## src/rtl/config_readback_tx_if.sv

```systemverilog
// ============================================================================
// Module      : config_readback_tx_if
// Description : Bus bundle for config_readback_tx: request/status, the
//               config-storage read port and the uart_transmit handshake.
// Revision    : 1.0 - initial release
// ============================================================================
`default_nettype none

interface config_readback_tx_if #(
  parameter int ADDR_W = 5
) ();
  logic              start;
  logic [5:0]        len;
  logic [ADDR_W-1:0] rd_addr;
  logic [7:0]        rd_data;
  logic              tx_send;
  logic [7:0]        tx_data;
  logic              tx_ready;
  logic              busy;
  logic              done;

  // Framer side
  modport slave (
    input  start, len, rd_data, tx_ready,
    output rd_addr, tx_send, tx_data, busy, done
  );

  // Requester / storage / UART side
  modport master (
    output start, len, rd_data, tx_ready,
    input  rd_addr, tx_send, tx_data, busy, done
  );
endinterface

`default_nettype wire

```

## src/rtl/config_readback_tx.sv

```systemverilog
// ============================================================================
// Module      : config_readback_tx
// Description : Reads up to MAX_LEN configuration bytes from a synchronous
//               read port and frames them as SYNC, LEN, payload, CHECKSUM
//               through the uart_transmit send/ready handshake.
// Revision    : 1.0 - initial release
// ============================================================================
`default_nettype none

module config_readback_tx #(
  parameter int         MAX_LEN = 32,
  parameter int         ADDR_W  = 5,
  parameter logic [7:0] SYNC    = 8'hA5
) (
  input  wire logic           clk,
  input  wire logic           rst,
  config_readback_tx_if.slave bus
);

  localparam logic [5:0] c_MAX_LEN = 6'(MAX_LEN);

  // CAPTURE is the cycle in which the synchronous memory returns the byte
  // addressed during FETCH.
  typedef enum logic [2:0] {
    S_IDLE      = 3'd0,
    S_FETCH     = 3'd1,
    S_CAPTURE   = 3'd2,
    S_SEND      = 3'd3,
    S_WAIT_ACK  = 3'd4,
    S_WAIT_DONE = 3'd5,
    S_FINISH    = 3'd6
  } state_t;

  typedef enum logic [1:0] {
    PH_SYNC = 2'd0,
    PH_LEN  = 2'd1,
    PH_DATA = 2'd2,
    PH_CSUM = 2'd3
  } phase_t;

  state_t            r_state,   w_state_nx;
  phase_t            r_phase,   w_phase_nx;
  logic [5:0]        r_idx,     w_idx_nx;
  logic [5:0]        r_n,       w_n_nx;
  logic [7:0]        r_csum,    w_csum_nx;
  logic [7:0]        r_byte,    w_byte_nx;
  logic [7:0]        r_tx_data, w_tx_data_nx;
  logic [ADDR_W-1:0] r_rd_addr, w_rd_addr_nx;
  logic [7:0]        w_phase_byte;
  logic [5:0]        w_idx_inc;
  logic              w_send;

  assign w_idx_inc = r_idx + 6'd1;
  assign w_send    = (r_state == S_SEND) && bus.tx_ready;

  // Byte belonging to the current packet phase
  always_comb begin
    w_phase_byte = r_csum;
    case (r_phase)
      PH_SYNC: w_phase_byte = SYNC;
      PH_LEN:  w_phase_byte = {2'b00, r_n};
      PH_DATA: w_phase_byte = r_byte;
      default: w_phase_byte = r_csum;
    endcase
  end

  // Next-state and datapath update logic
  always_comb begin
    w_state_nx   = r_state;
    w_phase_nx   = r_phase;
    w_idx_nx     = r_idx;
    w_n_nx       = r_n;
    w_csum_nx    = r_csum;
    w_byte_nx    = r_byte;
    w_tx_data_nx = r_tx_data;
    w_rd_addr_nx = r_rd_addr;
    case (r_state)
      S_IDLE: begin
        if (bus.start) begin
          w_n_nx     = (bus.len > c_MAX_LEN) ? c_MAX_LEN : bus.len;
          w_idx_nx   = 6'd0;
          w_csum_nx  = 8'd0;
          w_phase_nx = PH_SYNC;
          w_state_nx = S_SEND;
        end
      end
      S_FETCH: w_state_nx = S_CAPTURE;
      S_CAPTURE: begin
        w_byte_nx  = bus.rd_data;
        w_state_nx = S_SEND;
      end
      S_SEND: begin
        if (bus.tx_ready) begin
          w_tx_data_nx = w_phase_byte;
          // SYNC and the checksum itself are not summed
          if (r_phase == PH_LEN || r_phase == PH_DATA) begin
            w_csum_nx = r_csum + w_phase_byte;
          end
          w_state_nx = S_WAIT_ACK;
        end
      end
      S_WAIT_ACK: begin
        if (!bus.tx_ready) w_state_nx = S_WAIT_DONE;
      end
      S_WAIT_DONE: begin
        if (bus.tx_ready) begin
          case (r_phase)
            PH_SYNC: begin
              w_phase_nx = PH_LEN;
              w_state_nx = S_SEND;
            end
            PH_LEN: begin
              if (r_n != 6'd0) begin
                w_phase_nx   = PH_DATA;
                w_rd_addr_nx = r_idx[ADDR_W-1:0];
                w_state_nx   = S_FETCH;
              end else begin
                w_phase_nx = PH_CSUM;
                w_state_nx = S_SEND;
              end
            end
            PH_DATA: begin
              if (w_idx_inc < r_n) begin
                w_idx_nx     = w_idx_inc;
                w_rd_addr_nx = w_idx_inc[ADDR_W-1:0];
                w_state_nx   = S_FETCH;
              end else begin
                w_phase_nx = PH_CSUM;
                w_state_nx = S_SEND;
              end
            end
            default: w_state_nx = S_FINISH;
          endcase
        end
      end
      S_FINISH: w_state_nx = S_IDLE;
      default:  w_state_nx = S_IDLE;
    endcase
  end

  // State and datapath registers; reset aborts any packet in flight
  always_ff @(posedge clk) begin
    if (rst) begin
      r_state   <= S_IDLE;
      r_phase   <= PH_SYNC;
      r_idx     <= 6'd0;
      r_n       <= 6'd0;
      r_csum    <= 8'd0;
      r_byte    <= 8'd0;
      r_tx_data <= 8'd0;
      r_rd_addr <= '0;
    end else begin
      r_state   <= w_state_nx;
      r_phase   <= w_phase_nx;
      r_idx     <= w_idx_nx;
      r_n       <= w_n_nx;
      r_csum    <= w_csum_nx;
      r_byte    <= w_byte_nx;
      r_tx_data <= w_tx_data_nx;
      r_rd_addr <= w_rd_addr_nx;
    end
  end

  // The byte is presented combinationally in the send cycle, then held
  // from r_tx_data until the UART finishes shifting it.
  assign bus.tx_send = w_send;
  assign bus.tx_data = (r_state == S_SEND) ? w_phase_byte : r_tx_data;
  assign bus.rd_addr = r_rd_addr;
  assign bus.busy    = (r_state != S_IDLE) && (r_state != S_FINISH);
  assign bus.done    = (r_state == S_FINISH);

endmodule

`default_nettype wire

```

## src/flat_wrapper.sv

```systemverilog
// flat-port wrapper written by rule: the top's interface ports become plain ports
module config_readback_tx_flat 
#(
  parameter int         MAX_LEN = 32,
  parameter int         ADDR_W  = 5,
  parameter logic [7:0] SYNC    = 8'hA5
)
  (clk, rst, bus_start, bus_len, bus_rd_data, bus_tx_ready, bus_rd_addr, bus_tx_send, bus_tx_data, bus_busy, bus_done);
  config_readback_tx_if #(.ADDR_W(ADDR_W)) bus_i ();
  input  wire logic clk;
  input  wire logic rst;
  input wire logic [$bits(bus_i.start)-1:0] bus_start;
  input wire logic [$bits(bus_i.len)-1:0] bus_len;
  input wire logic [$bits(bus_i.rd_data)-1:0] bus_rd_data;
  input wire logic [$bits(bus_i.tx_ready)-1:0] bus_tx_ready;
  output wire logic [$bits(bus_i.rd_addr)-1:0] bus_rd_addr;
  output wire logic [$bits(bus_i.tx_send)-1:0] bus_tx_send;
  output wire logic [$bits(bus_i.tx_data)-1:0] bus_tx_data;
  output wire logic [$bits(bus_i.busy)-1:0] bus_busy;
  output wire logic [$bits(bus_i.done)-1:0] bus_done;
  assign bus_i.start = bus_start;
  assign bus_i.len = bus_len;
  assign bus_i.rd_data = bus_rd_data;
  assign bus_i.tx_ready = bus_tx_ready;
  assign bus_rd_addr = bus_i.rd_addr;
  assign bus_tx_send = bus_i.tx_send;
  assign bus_tx_data = bus_i.tx_data;
  assign bus_busy = bus_i.busy;
  assign bus_done = bus_i.done;
  config_readback_tx #(.MAX_LEN(MAX_LEN), .ADDR_W(ADDR_W), .SYNC(SYNC)) u_core (.clk(clk), .rst(rst), .bus(bus_i));
endmodule
```

## config.mk

```make
export PLATFORM = sky130hd
export DESIGN_NAME = config_readback_tx_flat
export DESIGN_NICKNAME = d
export VERILOG_FILES = /design/src/rtl/config_readback_tx_if.sv /design/src/rtl/config_readback_tx.sv /design/src/flat_wrapper.sv
export SDC_FILE = /design/constraint.sdc
export NUM_CORES = 1
export LEC_CHECK = 0
export CAP_MARGIN = 20
export CORE_MARGIN = 2
export CORE_UTILIZATION = 40
export CTS_CLUSTER_DIAMETER = 40
export DETAILED_ROUTE_END_ITERATION = 6
export PLACE_DENSITY_LB_ADDON = 0.2
export SLEW_MARGIN = 20
export SYNTH_ARGS = -nofsm -noshare
export SYNTH_HDL_FRONTEND = slang
export SYNTH_SLANG_ARGS = --single-unit
export TNS_END_PERCENT = 100
```

## constraint.sdc

```tcl
create_clock -name clk -period 3.05 [get_ports clk]
set_input_delay 0.305 -clock clk [delete_from_list [all_inputs] [get_ports clk]]
set_output_delay 0.305 -clock clk [all_outputs]
set_load 0.05 [all_outputs]
```

Word-level counts from Yosys, hierarchy flattened. Index checks and enable logic that the tools add are counted.

Add/subtract/negate cells: 2. Multipliers: 0. Divide/modulo/power cells: 0. $lt $le $gt $ge: 2. Equality and inequality tests: 20. Shift-type cells: 0. Multiplexer cells: 29. Bitwise operators: 0. Reduce and logical (&&, ||, !) cells: 17.

Operators with widths (number): 8-bit 2-to-1 mux (4); 6-bit 2-to-1 mux (5); 8-bit case mux with 3 select lines (1); 3-bit case mux with 6 select lines (1); 8-bit case mux with 2 select lines (1); 5-bit AND reduction (3); 2-bit != test (second input constant) (7); 3-bit 2-to-1 mux (4); 6-bit case mux with 2 select lines (1); 2-bit 2-to-1 mux (5); 5-bit 2-to-1 mux (2); 5-bit case mux with 2 select lines (1); 3-bit equality test (second input constant) (3); 3-bit case mux with 3 select lines (1); 8-bit adder (1); 4-bit AND reduction (2); 6-bit by 1-bit adder with 6-bit output (second input constant) (1); 3-bit by 2-bit equality test with 1-bit output (second input constant) (2); 6-bit greater-than comparator (second input constant) (1); 6-bit less-than comparator (1); 3-bit != test (second input constant) (2); 2-bit case mux with 3 select lines (1); 2-bit nonzero test (3); 6-bit nonzero test (1); 13 further kinds (16).

Bits in registers: 46. Latch bits: 0. Memory bits (writable): 0. Memory bits (read-only): 0. Input port bits: 18. Output and inout bits: 16. Logic and storage cells: 78. Memories kept: 0.

Logic depth before layout (Yosys ltp). Gate-level depths: netlist of run 1.

Depth in word-level cells: 6. Gate-level depth with buffers: 13. Depth with buffers taken out: 12.

Worst setup path after synthesis of run 1. No wires, ideal clock.

Path type: register to output. From: reg u_core.r_phase[0]. To: out bus_tx_data[1]. Arrival time: 2.452 ns. Data required time: 2.745 ns. Path slack: 0.293 ns. Stages on the path, launching flop included: 8. Path buffers: 2. Path through: dfxtp_1 inv_1 ha_1 clkbuf_1 buf_2 a22oi_1 o21a_1 o21ai_0.

Longest elaborated chain between the ends: 3. Elaborated cells on any way between the ends: 5. Those cells by class: eq/ne (2); mux (2); reduce/logical (1).

RTL lines: start: declaration (RTL line config_readback_tx.sv:42) `phase_t r_phase, w_phase_nx;`; start signal: assignment (RTL line config_readback_tx.sv:154) `r_phase <= w_phase_nx;`; 2-bit equality test, or another cell as far along (RTL line config_readback_tx.sv:59) `case (r_phase)`; 8-bit case mux with 3 select lines (*) (RTL line config_readback_tx.sv:59); 8-bit 2-to-1 mux (*) (RTL line config_readback_tx.sv:167) `assign bus.tx_data = (r_state == S_SEND) ? w_phase_byte : r_tx_data;`; end: declaration (RTL line flat_wrapper.sv:18) `output wire logic [$bits(bus_i.tx_data)-1:0] bus_tx_data;`.

Every way passes the cells marked *; elsewhere a longest branch is shown, timed or not.

Worst setup path in the final report of run 1.
From: reg u_core.r_phase[1]. To: out bus_tx_data[2].

Longest elaborated chain between the ends: 3. Elaborated cells on any way between the ends: 5. Those cells by class: eq/ne (2); mux (2); reduce/logical (1).

RTL lines: 2-bit equality test, or another cell as far along (RTL line config_readback_tx.sv:59); 8-bit case mux with 3 select lines (*) (RTL line config_readback_tx.sv:59); via u_core.w_phase_byte[2] (RTL line config_readback_tx.sv:49) `logic [7:0] w_phase_byte;`; 8-bit 2-to-1 mux (*) (RTL line config_readback_tx.sv:167).

The timed path passes the listed nets; every way through them passes the cells marked *.

==> results.yml, run 1 <==
status:
  status: "completed"
synth:
  synth_top_area_share_pct: 32.9
  seq_area_frac_synth_pct: 32.9
  ys.flop_type: "dfxtp_1"
  yosys.area_share.simple_pct: 22.6
  synth_edf_count: 0
  synth.distinct_cells: 50
  synth.area.top_cells: "dfxtp_1 (33%), ha_1 (7.6%), nand2_1 (5.8%)"
  synth-xor-area-share_pct: 2.51
  syn_area_per_cell_um2: 8.15
  synth.cell_area_um2: 2800
  synth-compound-area-share_pct: 20.4
  synth_top_family_by_area: "simple AND/OR/NAND/NOR gates"
  syn-instance-count: 343
  async_reset_ff_share_pct: 0
  ys_seq_elements: 46
  yosys_warnings: 0
  synth_area_leader_cell: "dfxtp_1"
  yosys-mux-area-fraction_pct: 8.28
  syn_nets: 379
  yosys.area_share.adder_pct: 8.33
clock_network:
  cts-buffers-inserted: 5
  ctsHoldBuffers: 0
  cts.sinks: 46
  cts_htree_levels: 2
  cts.path.max_buffers: 2
  cts_setup_buffers: 0
  clk_latency_ns: 0.31
  clk_pin_slew_ns: 0.10
  cts-root-buf: "clkbuf_8"
  cts_tree: "done"
detailed_routing:
  drt-initial-drc-count: 155
  drc: 0
  wl_um: 6740
  num_vias: 2526
  viasPerCell: 5.36
  postRouteAntennaNets: 0
  wl_per_cell_um: 14.3
  firstDrtPassIters: 6
timing:
  relSlewSlack_pct: 60.7
  worst_pin_slew_ns: 0.589
  min_period_ns: 2.92
  finalHoldViolations: 0
  rsz0062_at_grt: "no"
  finalCritPeriodShare_pct: 95.9
  setup_tns_ns: 0
  setup_violations: 0
  finClkSkew_ns: 0.0115
  max_freq_mhz: 342
  worst_slack_ns: 0.125
  drv_slew: 0
place:
  routabilityCongestion: 0.839
  portBuffers: 33
  placed_cells: 463
  dpl.hpwl_um: 4990
  place_ws_ns: 0.204
worst_setup_path:
  arrival_ns: 2.62
  critPathMaxStageDelay_ns: 0.70
  cp_cell_sequence: "inv_1 > ha_1 > a221o_1 > mux2_2 > mux2_2 > clkdlybuf4s50_1"
  critPathLaunchType: "register"
  slowest_stage: "clkdlybuf4s50_1"
  crit_top_cell: "mux2_2"
  endpoint_kind: "output pin"
  r2r_start: "u_core.r_phase[1]"
  crit_family: "buffers and inverters"
  cp.buffers_inverters: 2
  crit_path_max_fanout: 8
  rr_worst_depth: 12
  r2r_slack_ns: 0.23
  r2r_end: "u_core.r_csum[4]"
  cp_data_required_time_ns: 2.74
  path_class: "reg2out"
  path_depth: 6
min_path:
  whs_path_depth: 2
  hold_class: "reg2reg"
  hp-start: "u_core.r_tx_data[4]"
  min_to: "u_core.r_tx_data[4]"
finish:
  multiInputGateArea_um2: 1740
  instances_no_fill: 471
  layout_commonest_cell: "dfxtp_1"
  final_cell_mix: "dfxtp_1 (45), nand2_1 (43), nor2_1 (37)"
  layout.nets: 410
  seq_area_um2: 922
  syn_to_final_growth_pct: 20.7
  drive_gt1_share_pct: 11.2
  fillerInstances: 668
  postLayoutCoreUtil_pct: 49.7
  diodes: 0
grt:
  grtUsageTotal_pct: 19.1
  antenna_found_initial: 0
  grt-ovfl-total: 0
  busiest_layer: "met2"
  first_global_vias: 2440
  grt_max_degree: 42
  use_met1_pct: 25.8
  grt_pass1_wl_um: 11500
  grt_use_met3_pct: 3.20
  use_met2_pct: 31.7
die:
  die_x_um: 87.6
  die_h_um: 87.6
  core_um2: 6790
  fp.dieArea_um2: 7670
  initial_core_util_pct: 41.1
  pin_count: 34
  core.rowCount: 30
power:
  power_density_nw_per_um2: 467
  p_leak_nw: 1.30
  peakVddDrop_uv: 197
job:
  maxCapViolCount: 0
-- cell usage after synthesis, types with 9 or more instances --
master and count:
ha_1 17, mux2i_1 13, a21o_1 9, a211oi_1 11, inv_1 13, nor2_1 37
o21ai_0 15, a21oi_1 26, mux2_2 9, nand2_1 43, clkbuf_1 17, dfxtp_1 46
-- how the worst max path moves through the flow --
stage / startpoint / endpoint
after floorplan: u_core.r_phase[0] / bus_tx_data[1]
after global placement: u_core.r_phase[0] / u_core.r_csum[4]
after detailed placement: u_core.r_phase[0] / u_core.r_csum[4]
after CTS: u_core.r_phase[0] / bus_tx_data[2]
after global routing: u_core.r_phase[1] / bus_tx_data[2]
final: u_core.r_phase[1] / bus_tx_data[2]
-- cells by family after synthesis --
logic type      count (synthesis)
flops                          46
buf+inv                        34
simple gates                  129
compound gates                 86
fa+ha+maj                      18
xor+xnor                        8
mux                            22
-- sequential cells by signal, indices dropped and copies added (netlist names) --
register,count
u_core.r_n,6
u_core.r_csum,8
u_core.r_tx_data,8
u_core.r_idx,6
u_core.bus.rd_addr,5
u_core.r_byte,8
u_core.r_phase,2
u_core.r_state,3
-- through the flow --
stage | cell area, um^2 | power [mW] | hold slack (ns)
4_1_cts | 3370 | 1.58 | 0.465
5_1_grt | 3370 | 1.64 | 0.476
3_5_place_dp | 3230 | 1.04 | 0.451
6_report | 3370 | 1.58 | 0.461
2_1_floorplan | 2800 | 0.921 | 0.433
3_3_place_gp | 3230 | 1.03 | 0.439
-- worst min-delay path, delay by kind of cell (launching register included) --
family	cells	cell delay, ns
flops	1	0.32
simple gates	1	0.05
compound gates	1	0.05
-- power breakdown --
part,internal [mW],switching [mW]
combinational,0.143,0.228
sequential,0.632,0.0222
clock,0.328,0.222
total,1.10,0.472
-- cell type report --
type                            instances  area share (%)
Clock buffer                            5            2.04
Inverter                               14            1.56
Clock inverter                          3            2.04
Timing Repair Buffer                   44            11.9
Sequential cell                        46            27.3
Multi-Input combinational cell        263            51.5
Tap cell                               96            3.56
-- repair_timing --
item                       in CTS  in global routing
hold endpoints to repair        0                  0
gates resized for setup         0                  3
setup endpoints to repair       0                  3
-- routing by layer --
layer	share of wire [%]	up-vias	wire length, um
li1	-	1288	-
met5	0	-	0
met3	4.3	8	289
met4	1.0	0	70
met2	48	53	3210
met1	47	1177	3180
Power figures use the tool's default switching activity.
==> inputs of run 2 (changes only) <==
--- a/config.mk
+++ b/config.mk
@@ -6,8 +6,10 @@
 export NUM_CORES = 1
 export LEC_CHECK = 0
 export CAP_MARGIN = 20
+export CELL_PAD_IN_SITES_DETAIL_PLACEMENT = 0
+export CELL_PAD_IN_SITES_GLOBAL_PLACEMENT = 2
 export CORE_MARGIN = 2
-export CORE_UTILIZATION = 40
+export CORE_UTILIZATION = 30
 export CTS_CLUSTER_DIAMETER = 40
 export DETAILED_ROUTE_END_ITERATION = 6
 export PLACE_DENSITY_LB_ADDON = 0.2
==> constraint.sdc (replaced) <==
create_clock -name clk -period 2.39 [get_ports clk]
set_input_delay 0.239 -clock clk [delete_from_list [all_inputs] [get_ports clk]]
set_output_delay 0.239 -clock clk [all_outputs]
set_load 0.05 [all_outputs]
==> results.yml, run 2 (synthesis gave the netlist of run 1 again) <==
die:
  core_um2: 9150
  initial_core_util_pct: 30.5
  fp.dieArea_um2: 10100
  pin_count: 34
  core.rowCount: 35
  die_x_um: 101
  die_h_um: 101
finish:
  fillerInstances: 941
  layout.nets: 443
  layout_commonest_cell: "buf_4"
  diodes: 0
  syn_to_final_growth_pct: 39.8
  drive_gt1_share_pct: 27.2
  final_cell_mix: "buf_4 (44), dfxtp_1 (42), nand2_1 (41)"
  top_regs: "u_core.r_byte: 8 flops, u_core.r_csum: 8 flops, u_core.r_tx_data: 8 flops"
  multiInputGateArea_um2: 1960
  seq_area_um2: 928
timing:
  finalCritPeriodShare_pct: 106
  relSlewSlack_pct: 59.9
  min_period_ns: 2.54
  fin_hold_ws_ns: 0.454
  rsz0062_at_grt: "yes"
  worst_pin_slew_ns: 0.600
  finClkSkew_ns: 0.00735
  max_freq_mhz: 394
  worst_slack_ns: -0.149
  finalHoldViolations: 0
  setup_violations: 4
  drv_slew: 0
place:
  dpl.hpwl_um: 5700
  routabilityCongestion: 0.801
  portBuffers: 33
power:
  peakVddDrop_uv: 230
  p_total_mw: 1.88
  p_leak_nw: 1.50
  power_density_nw_per_um2: 481
clock_network:
  cts.path.max_buffers: 2
  cts_tree: "done"
  cts_htree_levels: 2
  clk_pin_slew_ns: 0.09
  clk_latency_ns: 0.30
  cts.sinks: 46
  cts-buffers-inserted: 5
  cts-root-buf: "clkbuf_8"
detailed_routing:
  wl_per_cell_um: 14.7
  drt-initial-drc-count: 57
  postRouteAntennaNets: 0
  firstDrtPassIters: 4
  drc: 0
  viasPerCell: 5.03
  wl_um: 7650
  num_vias: 2613
worst_setup_path:
  arrival_ns: 2.30
  rr_worst_depth: 12
  cp_data_required_time_ns: 2.15
  r2r_start: "u_core.r_phase[0]"
  r2r_slack_ns: -0.11
  crit_path_max_fanout: 14
  critPathLaunchType: "register"
  endpoint_kind: "output pin"
  path_class: "reg2out"
  r2r_end: "u_core.r_csum[6]"
  startpoint: "u_core.r_phase[0]"
min_path:
  hp-start: "u_core.r_tx_data[5]"
  min_to: "u_core.r_tx_data[5]"
  hold_class: "reg2reg"
  whs_path_depth: 2
status:
  status: "complete, but fails checks"
  violations: "setup timing"
grt:
  first_global_vias: 2522
  grt_max_degree: 24
  grt-ovfl-total: 0
  grtUsageTotal_pct: 16.1
  antenna_found_initial: 0
  grt_pass1_wl_um: 12900
job:
  maxCapViolCount: 0
## run 2: changes by cell type in the layout (fill, tap and decap cells not counted), moves of 3 or more
cell	change
ha_1	-11
ha_4	+9
o21ai_0	-8
o21ai_1	+6
buf_4	+28
inv_1	-3
buf_12	+6
mux2_4	+4
buf_6	+3
mux2_2	-4
dfxtp_1	-3
clkdlybuf4s50_1	-4
## run 2: routing by layer
metal / global-route usage (%) / share of wire (%) / vias to the layer above
li1: - / - / 1346
met1: 21.6 / 49 / 1218
met2: 26.5 / 47 / 39
met3: 2.98 / 2.9 / 10
met4: 4.64 / 1.3 / 0
met5: 0 / 0 / -
## run 2: worst max-delay path by stage
stage / end / cells past startpoint
final: bus_tx_data[5] / 8
after global placement: u_core.r_csum[4] / 12
after detailed placement: u_core.r_csum[6] / 12
after floorplan: u_core.r_csum[6] / 13
after CTS: u_core.r_csum[6] / 12
after global routing: u_core.r_csum[6] / 12
## run 2: worst max-delay path, cell delays in order (launching register included)
cell and delay [ns]:
dfxtp_4 0.39, inv_4 0.05, ha_4 0.16, buf_6 0.15
a221o_1 0.39, mux2_4 0.30, buf_4 0.14, mux2_2 0.26
buf_6 0.15
## run 2: power by group
| part | leakage [nW] | switching, mW | internal [mW] |
|---|---|---|---|
| clock | 0.0482 | 0.276 | 0.234 |
| combinational | 1.07 | 0.302 | 0.223 |
| sequential | 0.375 | 0.0379 | 0.805 |
## run 2: per-stage QoR
stage	cells	setup WS, ns	TNS, ns	instance area, um^2	util (%)
2_1_floorplan	343	-0.193	-0.384	2870	-
3_3_place_gp	509	-0.136	-0.469	3600	39.4
3_5_place_dp	509	-0.184	-0.720	3600	39.4
4_1_cts	518	-0.112	-0.383	3780	41.3
5_1_grt	519	-0.225	-0.916	3910	42.7
6_report	519	-0.149	-0.289	3910	42.7
## run 2: cell type report
type                    instances  share of cell area (%)
clock buffers                   7                    2.21
well taps                     111                    3.55
multi-input cells             263                    50.3
inverters                      14                    1.41
repair buffers                 77                    18.7
flip-flops and latches         46                    23.8
clock inverters                 1                   0.128
## run 2: repair_timing
action / 4_1_cts / 5_1_grt
setup buffers: 1 / 1
hold buffers: 0 / 0
pin swaps: 12 / 10
gates resized for setup: 24 / 22
endpoints found under the setup margin: 10 / 22
==> inputs of run 3 (changes only) <==
--- a/config.mk
+++ b/config.mk
@@ -10,7 +10,6 @@
 export CELL_PAD_IN_SITES_GLOBAL_PLACEMENT = 2
 export CORE_MARGIN = 2
 export CORE_UTILIZATION = 30
-export CTS_CLUSTER_DIAMETER = 40
 export DETAILED_ROUTE_END_ITERATION = 6
 export PLACE_DENSITY_LB_ADDON = 0.2
 export SLEW_MARGIN = 20
==> results of run 3 <==
Final layout, timing and power as in run 2 (identical DEF).
